## src/rtl/mmio_router_if.sv

```systemverilog
// Core dmem port and per-slave bus bundle for mmio_router.
// slave: router side; master: core plus slave devices (testbench side).
interface mmio_router_if #(
    parameter int unsigned N_SLAVES = 2
) ();
    logic                     m_valid;
    logic [31:0]              m_addr;
    logic [31:0]              m_data_i;
    logic [3:0]               m_data_en;
    logic                     m_write_en;
    logic [31:0]              m_data_o;
    logic                     m_stall;

    logic [N_SLAVES*32-1:0]   s_addr;
    logic [N_SLAVES*32-1:0]   s_data_i;
    logic [N_SLAVES*4-1:0]    s_data_en;
    logic [N_SLAVES-1:0]      s_write_en;
    logic [N_SLAVES*32-1:0]   s_data_o;

    modport slave (
        input  m_valid, m_addr, m_data_i, m_data_en, m_write_en,
        output m_data_o, m_stall,
        output s_addr, s_data_i, s_data_en, s_write_en,
        input  s_data_o
    );

    modport master (
        output m_valid, m_addr, m_data_i, m_data_en, m_write_en,
        input  m_data_o, m_stall,
        input  s_addr, s_data_i, s_data_en, s_write_en,
        output s_data_o
    );
endinterface

```

## src/rtl/mmio_router.sv

```systemverilog
// Data-side memory-map router: base/mask decode, byte-lane steering, store splitting for
// byte-wide slaves, sticky exit register. MMIO_ROUTER_ERR_EN enables the unmapped-access log.
module mmio_router #(
    parameter int unsigned            N_SLAVES   = 2,
    parameter logic [N_SLAVES*32-1:0] SLAVE_BASE = {32'h2000_0000, 32'h0000_0000},
    parameter logic [N_SLAVES*32-1:0] SLAVE_MASK = {32'hF000_0000, 32'hE000_0000},
    parameter logic [N_SLAVES-1:0]    BYTE_WIDE  = 2'b10,
    parameter logic [31:0]            EXIT_ADDR  = 32'h600D_600C,
    parameter int unsigned            ERR_CNT_W  = 16
) (
    input  logic                 clk,
    input  logic                 reset,
    mmio_router_if.slave         bus,
    output logic                 done,
    output logic [31:0]          exit_code,
    output logic [ERR_CNT_W-1:0] err_count,
    output logic [31:0]          err_addr
);

    localparam int unsigned IDX_W = (N_SLAVES > 1) ? $clog2(N_SLAVES) : 1;
    localparam logic [0:0] StIdle  = 1'b0;
    localparam logic [0:0] StSplit = 1'b1;

    logic             is_exit;
    logic             hit;
    logic [IDX_W-1:0] hit_idx;
    logic             sel_byte;

    always_comb begin
        is_exit = (bus.m_addr == EXIT_ADDR);
        hit     = 1'b0;
        hit_idx = '0;
        // Descending scan so the lowest matching index wins.
        for (int i = int'(N_SLAVES) - 1; i >= 0; i--) begin
            if ((bus.m_addr & SLAVE_MASK[32*i +: 32]) == SLAVE_BASE[32*i +: 32]) begin
                hit     = 1'b1;
                hit_idx = i[IDX_W-1:0];
            end
        end
        if (is_exit) hit = 1'b0;
        sel_byte = BYTE_WIDE[hit_idx];
    end

    logic [0:0] state_q, state_d;
    logic [3:0] rem_q, rem_d;
    logic [3:0] lanes, lane_oh, lanes_left;
    logic [1:0] lane_k;
    logic       byte_wr;
    logic       stall;

    // While splitting, the core holds its inputs; rem_q tracks lanes not yet written.
    always_comb begin
        lanes  = (state_q == StSplit) ? rem_q : bus.m_data_en;
        lane_k = 2'd0;
        for (int j = 3; j >= 0; j--) begin
            if (lanes[j]) lane_k = j[1:0];
        end
        lane_oh    = 4'b0001 << lane_k;
        lanes_left = lanes & ~lane_oh;
        byte_wr    = bus.m_valid && bus.m_write_en && hit && sel_byte && (lanes != 4'b0000)
                     && !reset;
        stall      = byte_wr && (lanes_left != 4'b0000);
        state_d    = stall ? StSplit : StIdle;
        rem_d      = stall ? lanes_left : 4'b0000;
    end

    logic [N_SLAVES*32-1:0] s_addr;
    logic [N_SLAVES*32-1:0] s_data_i;
    logic [N_SLAVES*4-1:0]  s_data_en;
    logic [N_SLAVES-1:0]    s_write_en;

    always_comb begin
        logic [31:0] off;
        logic        sel;
        s_addr     = '0;
        s_data_i   = '0;
        s_data_en  = '0;
        s_write_en = '0;
        off        = '0;
        sel        = 1'b0;
        if (!reset) begin
            for (int i = 0; i < int'(N_SLAVES); i++) begin
                off = bus.m_addr - SLAVE_BASE[32*i +: 32];
                sel = hit && (hit_idx == i[IDX_W-1:0]) && bus.m_valid;
                if (BYTE_WIDE[i]) begin
                    s_addr[32*i +: 32]  = off + {30'b0, lane_k};
                    s_data_i[32*i +: 32] = {24'b0, bus.m_data_i[{lane_k, 3'b000} +: 8]};
                    s_data_en[4*i +: 4]  = (sel && lanes != 4'b0000) ? 4'b0001 : 4'b0000;
                    s_write_en[i]        = sel && bus.m_write_en && (lanes != 4'b0000);
                end else begin
                    s_addr[32*i +: 32]   = off;
                    s_data_i[32*i +: 32] = bus.m_data_i;
                    s_data_en[4*i +: 4]  = sel ? bus.m_data_en : 4'b0000;
                    s_write_en[i]        = sel && bus.m_write_en;
                end
            end
        end
    end

    assign bus.s_addr     = s_addr;
    assign bus.s_data_i   = s_data_i;
    assign bus.s_data_en  = s_data_en;
    assign bus.s_write_en = s_write_en;
    assign bus.m_stall    = stall;

    logic             sel_vld_q;
    logic [IDX_W-1:0] sel_idx_q;
    logic [31:0]      rd_word;
    logic             done_q;
    logic [31:0]      exit_code_q;
    logic             exit_wr;

    assign exit_wr = bus.m_valid && bus.m_write_en && is_exit;

    always_ff @(posedge clk) begin
        if (reset) begin
            state_q     <= StIdle;
            rem_q       <= 4'b0000;
            sel_vld_q   <= 1'b0;
            sel_idx_q   <= '0;
            done_q      <= 1'b0;
            exit_code_q <= 32'h0;
        end else begin
            state_q   <= state_d;
            rem_q     <= rem_d;
            sel_vld_q <= bus.m_valid && !bus.m_write_en && hit;
            sel_idx_q <= hit_idx;
            if (exit_wr) begin
                done_q      <= 1'b1;
                exit_code_q <= bus.m_data_i;
            end
        end
    end

    // Byte-wide slaves only drive lane 0; replicate it so any lane the core picks is right.
    always_comb begin
        rd_word      = bus.s_data_o[{sel_idx_q, 5'b00000} +: 32];
        bus.m_data_o = 32'h0;
        if (sel_vld_q) begin
            bus.m_data_o = BYTE_WIDE[sel_idx_q] ? {4{rd_word[7:0]}} : rd_word;
        end
    end

    assign done      = done_q;
    assign exit_code = exit_code_q;

`ifdef MMIO_ROUTER_ERR_EN
    logic                 unmapped;
    logic [ERR_CNT_W-1:0] err_count_q;
    logic [31:0]          err_addr_q;

    assign unmapped = bus.m_valid && !hit && !is_exit;

    always_ff @(posedge clk) begin
        if (reset) begin
            err_count_q <= '0;
            err_addr_q  <= 32'h0;
        end else if (unmapped) begin
            if (err_count_q != '1) err_count_q <= err_count_q + ERR_CNT_W'(1);
            err_addr_q <= bus.m_addr;
        end
    end

    assign err_count = err_count_q;
    assign err_addr  = err_addr_q;
`else
    assign err_count = '0;
    assign err_addr  = 32'h0;
`endif

endmodule

```

## src/flat_wrapper.sv

```systemverilog
// flat-port wrapper written by rule: the top's interface ports become plain ports
module mmio_router_flat 
#(
    parameter int unsigned            N_SLAVES   = 2,
    parameter logic [N_SLAVES*32-1:0] SLAVE_BASE = {32'h2000_0000, 32'h0000_0000},
    parameter logic [N_SLAVES*32-1:0] SLAVE_MASK = {32'hF000_0000, 32'hE000_0000},
    parameter logic [N_SLAVES-1:0]    BYTE_WIDE  = 2'b10,
    parameter logic [31:0]            EXIT_ADDR  = 32'h600D_600C,
    parameter int unsigned            ERR_CNT_W  = 16
)
  (clk, reset, done, exit_code, err_count, err_addr, bus_m_valid, bus_m_addr, bus_m_data_i, bus_m_data_en, bus_m_write_en, bus_m_data_o, bus_m_stall, bus_s_addr, bus_s_data_i, bus_s_data_en, bus_s_write_en, bus_s_data_o);
  mmio_router_if #(.N_SLAVES(N_SLAVES)) bus_i ();
  input  logic clk;
  input  logic reset;
  output logic done;
  output logic [31:0] exit_code;
  output logic [ERR_CNT_W-1:0] err_count;
  output logic [31:0] err_addr;
  input wire logic [$bits(bus_i.m_valid)-1:0] bus_m_valid;
  input wire logic [$bits(bus_i.m_addr)-1:0] bus_m_addr;
  input wire logic [$bits(bus_i.m_data_i)-1:0] bus_m_data_i;
  input wire logic [$bits(bus_i.m_data_en)-1:0] bus_m_data_en;
  input wire logic [$bits(bus_i.m_write_en)-1:0] bus_m_write_en;
  output wire logic [$bits(bus_i.m_data_o)-1:0] bus_m_data_o;
  output wire logic [$bits(bus_i.m_stall)-1:0] bus_m_stall;
  output wire logic [$bits(bus_i.s_addr)-1:0] bus_s_addr;
  output wire logic [$bits(bus_i.s_data_i)-1:0] bus_s_data_i;
  output wire logic [$bits(bus_i.s_data_en)-1:0] bus_s_data_en;
  output wire logic [$bits(bus_i.s_write_en)-1:0] bus_s_write_en;
  input wire logic [$bits(bus_i.s_data_o)-1:0] bus_s_data_o;
  assign bus_i.m_valid = bus_m_valid;
  assign bus_i.m_addr = bus_m_addr;
  assign bus_i.m_data_i = bus_m_data_i;
  assign bus_i.m_data_en = bus_m_data_en;
  assign bus_i.m_write_en = bus_m_write_en;
  assign bus_m_data_o = bus_i.m_data_o;
  assign bus_m_stall = bus_i.m_stall;
  assign bus_s_addr = bus_i.s_addr;
  assign bus_s_data_i = bus_i.s_data_i;
  assign bus_s_data_en = bus_i.s_data_en;
  assign bus_s_write_en = bus_i.s_write_en;
  assign bus_i.s_data_o = bus_s_data_o;
  mmio_router #(.N_SLAVES(N_SLAVES), .SLAVE_BASE(SLAVE_BASE), .SLAVE_MASK(SLAVE_MASK), .BYTE_WIDE(BYTE_WIDE), .EXIT_ADDR(EXIT_ADDR), .ERR_CNT_W(ERR_CNT_W)) u_core (.clk(clk), .reset(reset), .bus(bus_i), .done(done), .exit_code(exit_code), .err_count(err_count), .err_addr(err_addr));
endmodule
```

## config.mk

```make
export PLATFORM = sky130hd
export DESIGN_NAME = mmio_router_flat
export DESIGN_NICKNAME = d
export VERILOG_FILES = /design/src/rtl/mmio_router_if.sv /design/src/rtl/mmio_router.sv /design/src/flat_wrapper.sv
export SDC_FILE = /design/constraint.sdc
export NUM_CORES = 1
export LEC_CHECK = 0
export CELL_PAD_IN_SITES_DETAIL_PLACEMENT = 1
export CELL_PAD_IN_SITES_GLOBAL_PLACEMENT = 1
export CORE_MARGIN = 5
export CORE_UTILIZATION = 18
export DETAILED_ROUTE_END_ITERATION = 6
export PLACE_DENSITY_LB_ADDON = 0.1
export SLEW_MARGIN = 20
export SYNTH_ARGS = -nofsm -noshare
export SYNTH_HDL_FRONTEND = slang
export SYNTH_SLANG_ARGS = --single-unit
```

## constraint.sdc

```tcl
create_clock -name clk -period 4.8 [get_ports clk]
set_clock_uncertainty 0.2 [all_clocks]
set_input_delay 1.2 -clock clk [delete_from_list [all_inputs] [get_ports clk]]
set_output_delay 1.2 -clock clk [all_outputs]
set_load 0.05 [all_outputs]
```

==> results of run 1 <==
-- repair_timing --
item	4_1_cts	5_1_grt
hold buffers	0	0
setup endpoints to repair	30	25
setup buffers	8	2
hold endpoints to repair	0	0
gates resized for setup	47	14
pin swaps	17	20
-- cells by family (layout without fill, tap and decap cells) --
family	count (synthesis)	in the layout	share of synthesized area (%)
compound gates	64	64	11.2
xor+xnor	30	30	6.42
fa+ha+maj	3	3	1.10
buf+inv	118	358	18.0
flops	40	40	19.6
mux	41	41	10.0
other cells	1	76	0.0917
simple gates	251	251	33.5
-- report_power, final --
part           total (mW)  switching [mW]  internal (mW)
sequential          0.335         0.00240          0.333
clock               0.411           0.137          0.274
combinational       0.762           0.486          0.276
-- worst min-delay path: stages (launching register included) --
cell and delay [ps]:
dfxtp_1 320, inv_1 50, a21oi_1 50
-- per-stage QoR --
stage                     hold WS [ps]  worst slack [ps]
final                              262             -79.3
after global routing               297              -218
after CTS                          264              -285
after detailed placement           253              -653
after global placement             238              -640
after floorplan                    291              -105
-- per-layer routing --
| metal | track usage [%] | up-vias |
|---|---|---|
| met5 | 0 | - |
| met4 | 2.64 | 2 |
| met3 | 6.34 | 14 |
| met2 | 26.1 | 214 |
| met1 | 16.7 | 2240 |
| li1 | - | 2303 |
-- Yosys cell counts, types with 8 or more instances --
cell	instances	area share, %
dfxtp_1	40	20
nor2_1	76	7.0
nor2b_1	64	9.8
nand4_1	11	1.7
a22oi_1	8	1.5
mux2i_1	41	10
nand2b_1	36	5.5
buf_4	75	14
nand2_1	20	1.8
buf_2	10	1.2
o22ai_1	8	1.2
xnor2_1	8	1.7
a21boi_0	32	5.9
nand3_1	11	1.3
clkbuf_1	21	1.9
inv_1	9	0.83
xor2_1	22	4.7
-- final timing paths --
path,slack [ps],to,depth (start not counted),startpoint
worst min-delay path,260,u_core.done$_SDFFE_PP0P_,2,u_core.done$_SDFFE_PP0P_
worst min register to register,260,u_core.done$_SDFFE_PP0P_,2,u_core.done$_SDFFE_PP0P_
worst max register to register,2530,u_core.state_q$_SDFF_PP0_,7,u_core.state_q$_SDFF_PP0_
worst max-delay path,-80,bus_s_addr[52],16,bus_m_data_en[2]
-- layout make-up --
class / instances / share of cell area, %
timing repair buffer: 341 / 44.7
clock buffer: 7 / 1.86
inverter: 9 / 0.442
tap: 285 / 4.34
sequential: 40 / 9.75
multi-input combinational: 465 / 38.5
clock inverter: 1 / 0.366
-- sequential cells by signal (all words and copies together) (netlist names) --
name and count:
u_core.sel_idx_q 1, u_core.exit_code 32, u_core.sel_vld_q 1, u_core.state_q 1
u_core.rem_q 4, u_core.done 1
==> flow_summary.toml, run 1 <==
[placement]
dp_cells = 1130
post-dp-hpwl_mm = 16.8
portBuffers = 288
placed_cell_area_um2 = 7730
place_congestion = 0.770

[die]
fp.dieW_um = 161
dieArea_um2 = 25800
fp.coreArea_um2 = 22500
ioPinCount = 388
rows = 55
start_util_pct = 18.2
die_y_um = 161

[routing]
wl_mm = 20.3
drt-met1-wl_mm = 7.87
top_layer = "met5"
route.detailed.drc = 0
detail_route.iter0.violations = 164
drt-vias-per-instance = 4.16
num_vias = 4773
wl_per_cell_um = 17.6
met2_length_mm = 10.0
ant_nets = 0
wl_met3_mm = 2.09
drt_first_pass_iters = 4

[run_status]
violations = "setup timing"
status = "finished with violations"

[final_layout]
mostFrequentLayoutCells = "clkdlybuf4s50_1, conb_1, nor2b_1"
fin_util_pct = 36.5
mostFrequentLayoutCell = "clkdlybuf4s50_1"
fin_cells = 1148
drive_gt1_share_pct = 19.8
syn_to_final_growth_pct = 101
final_nets = 1001
fillCellCount = 2622
fin_area_um2 = 8210
antenna_cells = 0
regArea_um2 = 801
multiInputGateArea_um2 = 3160

[grt]
grt_pass1_wl_mm = 30.7
first_global_vias = 5228
grt_overflow_total = 0
grt_max_degree = 60
antenna_found_initial = 1
grt_usage_pct = 14.7

[clock_tree]
clock_latency_ps = 280
cts_tree = "built"
root_buffer = "clkbuf_16"
numCtsBuffers = 5
clockBufferDepth = 2
cts.sinks = 40
htree_levels = 2
clkTransAtPathRegs_ps = 60

[sta]
worst_pin_slew_ps = 1050
period_share_pct = 102
drv_slew = 0
finalSetupViolations = 10
clock.fmax_mhz = 205
rsz0062_at_grt = "true"
period_needed_ps = 4880
finalHoldViolCount = 0
finalSetupTns_ps = -350
final.setup.worst_slack_ps = -79.3
maxSlewHeadroom_pct = 29.8

[hold_path]
min_path_type = "register to register"

[worst_setup_path]
cpPeakStageDelay_ps = 330
worst_ep_required_time_ps = 3400
crit_family = "buffers and inverters"
critPathBufInv = 7
cp_slowest_cell = "fa_2"
cpMostUsedCell = "buf_4"
crit_path_end_kind = "output port"
arrival_ps = 3480
path_cells = "buf_8, inv_4, a21oi_4, o32ai_4, buf_6, ha_4, inv_2, fa_2, nand4b_1, buf_4, nor4_4, buf_4, nand2_4, xor2_2, nor2_4, buf_12"
critPathMaxFanout = 3
start_kind = "input pin"
crit_type = "input pin to output port"

[pwr]
power.leakage_nw = 3.40
finalPower_mw = 1.51
p_per_area_nw_per_um2 = 184
ir_drop_v = 0.000176

[logic_synthesis]
ys.warnings.count = 0
synth-seq-cells = 40
synth.distinct_cells = 45
synth_top_flop_cell = "dfxtp_1"
synth-edff-count = 0
yosysSeqAreaShare_pct = 19.6
syn_area_um2 = 4090
syn_inst = 548
syn_avg_cell_area_um2 = 7.46
async_reset_ff_share_pct = 0

[run]
max_cap_viol_count = 0
Note: power is estimated with default switching activity, not from simulation.
==> inputs of run 2 (changes only) <==
--- a/config.mk
+++ b/config.mk
@@ -7,10 +7,10 @@
 export LEC_CHECK = 0
 export CELL_PAD_IN_SITES_DETAIL_PLACEMENT = 1
 export CELL_PAD_IN_SITES_GLOBAL_PLACEMENT = 1
-export CORE_MARGIN = 5
+export CORE_MARGIN = 10
 export CORE_UTILIZATION = 18
 export DETAILED_ROUTE_END_ITERATION = 6
-export PLACE_DENSITY_LB_ADDON = 0.1
+export PLACE_DENSITY = 0.85
 export SLEW_MARGIN = 20
 export SYNTH_ARGS = -nofsm -noshare
 export SYNTH_HDL_FRONTEND = slang
==> run 2 against run 1 <==
  * The run still ends with setup timing left
  * Count of clock-buffer cells in the layout is 2 lower
  * Global-route usage is 0.30 points lower
  * Worst hold slack better by 11 ps
  * First-iteration DRC count is 1.8% lower
  * Fmax is 1.9% lower
  * Via count is 4.2% higher
  * Critical path depth stayed put
  * Sequential power hardly changed
  * Die area is 13% higher
  * Combinational power is 4.5% higher
  * Total power is 3.2% lower
  * Non-clock buffer count is 27 higher
  * Critical path type unchanged
  * Critical endpoint is now bus_s_addr[50]
==> flow_summary.toml, run 2 (synthesized netlist as in run 1, its figures left out) <==
[die]
die_y_um = 171
ioPinCount = 388
fp.coreArea_um2 = 22500
start_util_pct = 18.2
fp.dieW_um = 171
dieArea_um2 = 29200
rows = 55

[sta]
finalHoldViolCount = 0
whs_ps = 273
maxSlewHeadroom_pct = 39.4
period_share_pct = 104
worst_pin_slew_ps = 908
drv_slew = 0
rsz0062_at_grt = "true"
period_needed_ps = 4980
finalSetupViolations = 21
clock.fmax_mhz = 201
final.setup.worst_slack_ps = -176

[run_status]
violations = "setup timing"
status = "finished with violations"

[routing]
wl_per_cell_um = 19.8
route.detailed.drc = 0
drt-vias-per-instance = 4.23
drt_first_pass_iters = 6
detail_route.iter0.violations = 161
wl_mm = 23.2
num_vias = 4974
ant_nets = 0

[clock_tree]
hold_buffers = 0
cts_tree = "built"
htree_levels = 2
clock_latency_ps = 280
root_buffer = "clkbuf_16"
cts.sinks = 40
clkTransAtPathRegs_ps = 60
numCtsBuffers = 5
clockBufferDepth = 2

[worst_setup_path]
cp_slowest_cell = "fa_2"
critPathMaxFanout = 3
worst_ep_required_time_ps = 3400
crit_type = "input pin to output port"
crit_path_end_kind = "output port"
critPathBufInv = 7
cpPeakStageDelay_ps = 340
crit_family = "buffers and inverters"
arrival_ps = 3580
path_cells = "buf_8, inv_4, a21oi_2, o32ai_2, buf_4, ha_4, inv_2, fa_2, nand4b_1, buf_4, nor4_4, buf_4, nand3_4, xor2_2, nor2_4, buf_12"
cpMostUsedCell = "buf_4"
start_kind = "input pin"

[final_layout]
fillCellCount = 2631
final_nets = 1028
largest_reg_flops = 32
antenna_cells = 0
drive_gt1_share_pct = 24.6
mostFrequentLayoutCell = "clkdlybuf4s50_1"
fin_cells = 1175
mostFrequentLayoutCells = "clkdlybuf4s50_1, buf_4, conb_1"
syn_to_final_growth_pct = 108

[pwr]
ir_drop_v = 0.000191
power.leakage_nw = 3.54
clockPowerShare_pct = 22.6
switching_share_pct = 44.2
p_per_area_nw_per_um2 = 172
combPwrFrac_pct = 54.5
intPower_mw = 0.815
switchingPower_mw = 0.645
pwr-share-seq_pct = 22.9

[grt]
first_global_vias = 5458
grt_overflow_total = 0
grt_max_degree = 81
grt_usage_pct = 14.4
antenna_found_initial = 0
grt_pass1_wl_mm = 32.8

[placement]
post-dp-hpwl_mm = 19.4
place_congestion = 0.805
portBuffers = 288
dp_cells = 1145

[hold_path]
min_path_type = "register to register"

[run]
max_cap_viol_count = 0
## run 2: cell count changes in the layout (fill, tap and decap cells not counted), moves of 3 or more
cell	before	now
buf_6	4	12
nor2_2	13	16
nand3_1	9	4
nor2_1	53	49
buf_4	61	83
nand3_2	0	5
## run 2: final timing paths
| check | slack, ps | from | to | cells after the start |
|---|---|---|---|---|
| worst max-delay path | -180 | bus_m_data_en[2] | bus_s_addr[50] | 16 |
| worst min-delay path | 270 | u_core.done$_SDFFE_PP0P_ | u_core.done$_SDFFE_PP0P_ | 2 |
| worst max register to register | 2380 | u_core.state_q$_SDFF_PP0_ | u_core.state_q$_SDFF_PP0_ | 9 |
| worst min register to register | 270 | u_core.done$_SDFFE_PP0P_ | u_core.done$_SDFFE_PP0P_ | 2 |
## run 2: power groups by stage
stage                     Sequential, mW  Clock (mW)  Combinational, mW
final                              0.335       0.330              0.796
after global routing               0.335       0.351              0.831
after CTS                          0.335       0.336              0.784
after detailed placement           0.342           0              0.760
after global placement             0.342           0              0.751
after floorplan                    0.340           0              0.481
## run 2: final cells by class
class / count / area [um^2] / area share [%]
Clock buffer: 5 / 125 / 1.47
Clock inverter: 3 / 18.8 / 0.221
Inverter: 9 / 38.8 / 0.456
Multi-Input combinational cell: 465 / 3260 / 38.3
Sequential cell: 40 / 801 / 9.41
Tap cell: 285 / 357 / 4.19
Timing Repair Buffer: 368 / 3910 / 46.0
## run 2: metal layers
metal	vias up	share of wire, %	track usage [%]
met5	-	0	0
met4	0	1.4	2.33
met3	20	11	6.34
met2	223	53	27.7
met1	2373	35	14.0
li1	2358	-	-
## run 2: tightest hold or removal path, delay by kind of cell (launching register included)
kind / cells / cell delay [ps]
AOI/OAI and AO/OA: 1 / 50
buffers and inverters: 1 / 60
DFF: 1 / 310
## run 2: timing repair
| item | CTS | global route |
|---|---|---|
| buffers inserted | 19 | 7 |
| cloned | 1 | 0 |
| endpoints found under the setup margin | 30 | 32 |
| gates resized for setup | 59 | 38 |
| pin swaps | 21 | 30 |
## run 2: per-stage QoR
stage	setup slack, ps	cell area, um^2	power [mW]	util (%)	TNS, ps
final	-176	8510	1.46	37.8	-2190
after global routing	-310	8510	1.52	37.8	-5270
after CTS	-281	8310	1.46	36.9	-4090
after detailed placement	-801	7830	1.10	34.8	-17540
after global placement	-687	7830	1.09	34.8	-14220
after floorplan	-105	4490	0.821	-	-776
